<file path="src/rtl/axi_lite_master_rw.sv">
// ---------------------------------------------------------------------------
// axi_lite_master_rw
// Turns simple core requests into single AXI4-Lite read or write transactions,
// with one transaction in flight at a time.
//
// Ports
//   clk, rst              : clock (rising edge) and synchronous active-high reset
//   req_valid/req_ready   : core request handshake; req_we selects write (1) or read (0)
//   req_addr/req_wdata/req_wstrb : request address, write data and byte strobes
//   resp_valid            : one-cycle completion pulse
//   resp_rdata            : data of the most recently completed read
//   resp_err              : last completion returned a non-OKAY response
//   ar*/r*                : AXI4-Lite read address and read data channels
//   aw*/w*/b*             : AXI4-Lite write address, write data and write response channels
// Every valid/ready output comes straight from a register, so there is no
// combinational path from any AXI input to any AXI output.
// ---------------------------------------------------------------------------
module axi_lite_master_rw #(
    parameter int ADDR_W = 32,
    parameter int DATA_W = 64
) (
    input  logic                  clk,
    input  logic                  rst,
    input  logic                  req_valid,
    output logic                  req_ready,
    input  logic                  req_we,
    input  logic [ADDR_W-1:0]     req_addr,
    input  logic [DATA_W-1:0]     req_wdata,
    input  logic [DATA_W/8-1:0]   req_wstrb,
    output logic                  resp_valid,
    output logic [DATA_W-1:0]     resp_rdata,
    output logic                  resp_err,
    output logic [ADDR_W-1:0]     araddr,
    output logic                  arvalid,
    input  logic                  arready,
    input  logic [DATA_W-1:0]     rdata,
    input  logic [1:0]            rresp,
    input  logic                  rvalid,
    output logic                  rready,
    output logic [ADDR_W-1:0]     awaddr,
    output logic                  awvalid,
    input  logic                  awready,
    output logic [DATA_W-1:0]     wdata,
    output logic [DATA_W/8-1:0]   wstrb,
    output logic                  wvalid,
    input  logic                  wready,
    input  logic [1:0]            bresp,
    input  logic                  bvalid,
    output logic                  bready
);

    typedef enum logic [2:0] {
        IDLE    = 3'd0,
        RD_ADDR = 3'd1,
        RD_DATA = 3'd2,
        WR_REQ  = 3'd3,
        WR_RESP = 3'd4,
        DONE    = 3'd5
    } state_t;

    state_t                state_r;
    logic [ADDR_W-1:0]     addr_r;
    logic [DATA_W-1:0]     wdata_r;
    logic [DATA_W/8-1:0]   wstrb_r;
    logic                  req_ready_r;
    logic                  arvalid_r;
    logic                  rready_r;
    logic                  awvalid_r;
    logic                  wvalid_r;
    logic                  bready_r;
    logic                  aw_done_r;
    logic                  w_done_r;
    logic                  resp_valid_r;
    logic                  resp_err_r;
    logic [DATA_W-1:0]     resp_rdata_r;

    // Handshakes happening this cycle; the "ok" terms also count a channel
    // that already completed earlier in the write.
    logic aw_hs_s;
    logic w_hs_s;
    logic aw_ok_s;
    logic w_ok_s;

    assign aw_hs_s = awvalid_r & awready;
    assign w_hs_s  = wvalid_r & wready;
    assign aw_ok_s = aw_done_r | aw_hs_s;
    assign w_ok_s  = w_done_r | w_hs_s;

    assign req_ready  = req_ready_r;
    assign resp_valid = resp_valid_r;
    assign resp_rdata = resp_rdata_r;
    assign resp_err   = resp_err_r;
    assign araddr     = addr_r;
    assign arvalid    = arvalid_r;
    assign rready     = rready_r;
    assign awaddr     = addr_r;
    assign awvalid    = awvalid_r;
    assign wdata      = wdata_r;
    assign wstrb      = wstrb_r;
    assign wvalid     = wvalid_r;
    assign bready     = bready_r;

    // Transaction FSM with all handshake outputs registered alongside the state.
    always_ff @(posedge clk) begin
        if (rst) begin
            state_r      <= IDLE;
            addr_r       <= '0;
            wdata_r      <= '0;
            wstrb_r      <= '0;
            req_ready_r  <= 1'b0;
            arvalid_r    <= 1'b0;
            rready_r     <= 1'b0;
            awvalid_r    <= 1'b0;
            wvalid_r     <= 1'b0;
            bready_r     <= 1'b0;
            aw_done_r    <= 1'b0;
            w_done_r     <= 1'b0;
            resp_valid_r <= 1'b0;
            resp_err_r   <= 1'b0;
            resp_rdata_r <= '0;
        end else begin
            case (state_r)
                IDLE: begin
                    // req_ready is held low for the first idle cycle after reset
                    // and then raised; it drops again the moment a request is taken.
                    if (req_valid && req_ready_r) begin
                        addr_r      <= req_addr;
                        wdata_r     <= req_wdata;
                        wstrb_r     <= req_wstrb;
                        req_ready_r <= 1'b0;
                        if (req_we) begin
                            state_r   <= WR_REQ;
                            awvalid_r <= 1'b1;
                            wvalid_r  <= 1'b1;
                            aw_done_r <= 1'b0;
                            w_done_r  <= 1'b0;
                        end else begin
                            state_r   <= RD_ADDR;
                            arvalid_r <= 1'b1;
                        end
                    end else begin
                        req_ready_r <= 1'b1;
                    end
                end
                RD_ADDR: begin
                    if (arready) begin
                        arvalid_r <= 1'b0;
                        rready_r  <= 1'b1;
                        state_r   <= RD_DATA;
                    end
                end
                RD_DATA: begin
                    if (rvalid) begin
                        rready_r     <= 1'b0;
                        resp_rdata_r <= rdata;
                        resp_err_r   <= (rresp != 2'b00);
                        resp_valid_r <= 1'b1;
                        state_r      <= DONE;
                    end
                end
                WR_REQ: begin
                    if (aw_hs_s) begin
                        awvalid_r <= 1'b0;
                        aw_done_r <= 1'b1;
                    end
                    if (w_hs_s) begin
                        wvalid_r <= 1'b0;
                        w_done_r <= 1'b1;
                    end
                    // Leave as soon as both channels are accounted for, even when
                    // the last handshake lands in this very cycle.
                    if (aw_ok_s && w_ok_s) begin
                        aw_done_r <= 1'b0;
                        w_done_r  <= 1'b0;
                        bready_r  <= 1'b1;
                        state_r   <= WR_RESP;
                    end
                end
                WR_RESP: begin
                    if (bvalid) begin
                        bready_r     <= 1'b0;
                        resp_err_r   <= (bresp != 2'b00);
                        resp_valid_r <= 1'b1;
                        state_r      <= DONE;
                    end
                end
                DONE: begin
                    resp_valid_r <= 1'b0;
                    req_ready_r  <= 1'b1;
                    state_r      <= IDLE;
                end
                default: begin
                    state_r      <= IDLE;
                    req_ready_r  <= 1'b0;
                    arvalid_r    <= 1'b0;
                    rready_r     <= 1'b0;
                    awvalid_r    <= 1'b0;
                    wvalid_r     <= 1'b0;
                    bready_r     <= 1'b0;
                    aw_done_r    <= 1'b0;
                    w_done_r     <= 1'b0;
                    resp_valid_r <= 1'b0;
                end
            endcase
        end
    end

endmodule
</file>
<file path="config.mk">
export PLATFORM = sky130hd
export DESIGN_NAME = axi_lite_master_rw
export DESIGN_NICKNAME = d
export VERILOG_FILES = /design/src/rtl/axi_lite_master_rw.sv
export SDC_FILE = /design/constraint.sdc
export NUM_CORES = 1
export LEC_CHECK = 0
export BUFFER_PORTS_ARGS = -buffer_cell sky130_fd_sc_hd__buf_2
export CAP_MARGIN = 30
export CORE_AREA = 5 5 150 152
export DETAILED_ROUTE_END_ITERATION = 7
export DIE_AREA = 0 0 155 157
export GPL_TIMING_DRIVEN = 0
export PLACE_DENSITY = 0.59
export RECOVER_POWER = 25
export REMOVE_ABC_BUFFERS = 1
export SYNTH_ARGS = -nofsm -noshare
export SYNTH_HDL_FRONTEND = slang
export SYNTH_SLANG_ARGS = --single-unit
</file>
<file path="constraint.sdc">
create_clock -name clk -period 2.4 [get_ports clk]
set_input_delay 0.72 -clock clk [delete_from_list [all_inputs] [get_ports clk]]
set_output_delay 0.72 -clock clk [all_outputs]
set_load 0.02 [all_outputs]
</file>
==> impl_metrics.csv <==
group,metric,value,unit
clock_network,h-tree-depth,4,
floorplan,coreArea,0.0209,sq mm
hold_path,hold_class,"flop to flop",
setup_path,startpoint_type,"flop",
setup_path,worst_ep_arrival_time,2.54,ns
pwr,pwr_density_cell,1070,mW/mm^2
clock_network,tritoncts,"built",
setup_path,crit_type,"flop to flop",
pwr,ir_drop,404,uV
logic_synthesis,ys_ff_latch,181,
floorplan,die_w,155,um
sta,report.final.slew_viol_count,0,
final_layout,final_cell_area,0.00925,sq mm
logic_synthesis,netlist_area,0.00674,sq mm
clock_network,numCtsBuffers,17,
logic_synthesis,avgSynthCellArea,7.75,sq um
clock_network,cts_sinks,181,
placement,io_buffers,388,
global_routing,overflow,0,
detailed_routing,drtIter0Drc,316,
clock_network,cts_buffer_depth,2,
detailed_routing,wl_per_cell,15.4,um
detailed_routing,postRouteWirelength,22900,um
sta,hold_violations,0,
setup_path,cp_max_fo,46,
global_routing,grt_pass1_vias,6265,
run_status,status,"finished, final reports clean",
pwr,p_leak,3.89,nW
clock_network,cts-root-buf,"clkbuf_16",
setup_path,endpoint_kind,"flop",
run,cap_violations,0,
clock_network,clk_pin_slew,0.08,ns
logic_synthesis,yosys_warnings,0,
sta,max_freq,445,MHz
sta,fin_crit_sh,93.7,%
sta,tightest_slew,0.784,ns
final_layout,area_growth,37.4,%
logic_synthesis,synth-seq-area-share,53.8,%
sta,relSlewSlack,47.7,%
sta,rsz0062_at_grt,"true",
placement,dp.cells,1447,
logic_synthesis,async_flop_share,0,%
final_layout,nets,1377,
detailed_routing,drc,0,
setup_path,crit_buf_inv,1,
placement,place_congestion,0.793,
detailed_routing,via_per_inst,4.56,
setup_path,critPathSlowestCell,"nor3_2",
final_layout,final_cells,1485,
sta,min_period,2.25,ns
final_layout,layout_commonest_cell,"nand2_1",
final_layout,drive_gt1_share,28.8,%
floorplan,start_util,32.2,%
logic_synthesis,synthFlopType,"dfxtp_1",
logic_synthesis,synth.distinct_cells,33,
detailed_routing,firstDrtPassIters,4,
detailed_routing,num_vias,6770,
floorplan,dieArea,0.0243,sq mm
sta,clock-skew-final,0.0134,ns
setup_path,crit_chain,"nor3_2 -> nand3_4 -> buf_12 -> nand2_1 -> a21oi_1",
final_layout,num-fill-cells,2195,
clock_network,clkLatencyLatePin,0.43,ns
setup_path,required,2.69,ns
global_routing,antenna_found_initial,4,
detailed_routing,ant_nets,0,
setup_path,cpLargestDelayFamily,"simple AND/OR/NAND/NOR gates",
sta,finalSetupViolations,0,
global_routing,grt_usage,17.7,%
placement,place_area,0.00873,sq mm
logic_synthesis,synth_cells,869,
global_routing,grt_pass1_wl,34300,um
floorplan,die_h,157,um
setup_path,slowest_delay,0.58,ns
global_routing,grt_max_degree,94,
logic_synthesis,synth_edf_count,0,
final_layout,final_cell_mix,"nand2_1, buf_2, a21oi_1",
floorplan,ioPinCount,389,
placement,dp_hpwl,16400,um
floorplan,num_rows,53,
==> logic make-up after synthesis <==
logic type / share of synthesized area, %
flops: 53.8
simple gates: 22.0
compound gates: 16.1
fa+ha+maj: 0.371
buf+inv: 7.77
==> routing by layer <==
layer | part of all wire [%] | up-vias | global-route usage [%]
met4 | 2.0 | 4 | 6.14
met2 | 47 | 276 | 29.3
met1 | 41 | 3013 | 21.2
met5 | 0.15 | - | 0
met3 | 9.4 | 30 | 6.68
li1 | - | 3447 | -
==> where the power goes <==
group          switching [W]  internal [W]  total, W
clock network        0.00130       0.00149   0.00279
logic                0.00217       0.00109   0.00326
registers           0.000377       0.00350   0.00388
==> cell usage after synthesis (2+ instances only) <==
cell,number,area (sq um)
a211oi_1,2,15.0
a21oi_1,186,931
a31oi_1,4,25.0
buf_1,11,41.3
buf_2,10,50.1
buf_4,36,270
clkbuf_1,37,139
dfxtp_1,181,3620
ha_1,2,25.0
inv_1,6,22.5
nand2_1,348,1310
nand2b_1,2,12.5
nand3_1,3,15.0
nor2_1,7,26.3
nor3_1,5,25.0
o21ai_0,9,45.0
or3_1,3,18.8
or3b_2,2,17.5
==> area by class of cell <==
type | instances | area (sq um) | share of cell area, %
sequential | 181 | 3620 | 39.2
multi-input combinational | 589 | 2630 | 28.4
timing repair buffer | 399 | 2040 | 22.1
clock buffer | 18 | 429 | 4.64
tap | 275 | 344 | 3.72
clock inverter | 14 | 160 | 1.73
inverter | 6 | 22.5 | 0.243
antenna | 3 | 7.51 | 0.0811
==> state kept, by name, summed over array words and instances (netlist names) <==
register	cells
araddr	32
arvalid	1
aw_done_r	1
awvalid	1
bready	1
req_ready	1
resp_err	1
resp_rdata	64
resp_valid	1
rready	1
state_r	3
w_done_r	1
wdata	64
wstrb	8
wvalid	1
==> path summary, 6_finish.rpt <==
| kind | start | end | slack (ns) | cells after the start |
|---|---|---|---|---|
| min reg2reg | w_done_r | w_done_r | 0.45 | 2 |
| max reg2reg | state_r[2] | wstrb[0] | 0.15 | 5 |
| max | state_r[2] | wstrb[0] | 0.15 | 5 |
| min | w_done_r | w_done_r | 0.45 | 2 |
==> per-stage QoR <==
step	hold slack, ns	total power [W]	TNS (ns)	worst slack, ns	utilization (%)
global route	0.469	0.0106	-0.0195	-0.00955	44.3
global placement	0.437	0.00702	-386.51	-2.84	40.8
detailed placement	0.443	0.00724	-8.63	-0.217	41.8
floorplan	0.425	0.00579	-76.95	-0.732	-
finish	0.448	0.00993	0	0.151	44.3
CTS	0.451	0.0101	0	0.142	44.7
==> repair_timing <==
item / CTS / global route
endpoints found under the hold margin: 0 / 0
gates resized for setup: 2 / 1
pin swaps: 1 / 1
gates cloned: 1 / 0
setup endpoints to repair: 46 / 25
hold buffers: 0 / 0
setup buffers: 0 / 2
==> worst min-delay path: stages, from the launching register on <==
cell and delay, ns:
dfxtp_1 0.31, inv_1 0.04, a21oi_1 0.05
Note: power is estimated with default switching activity, not from simulation.
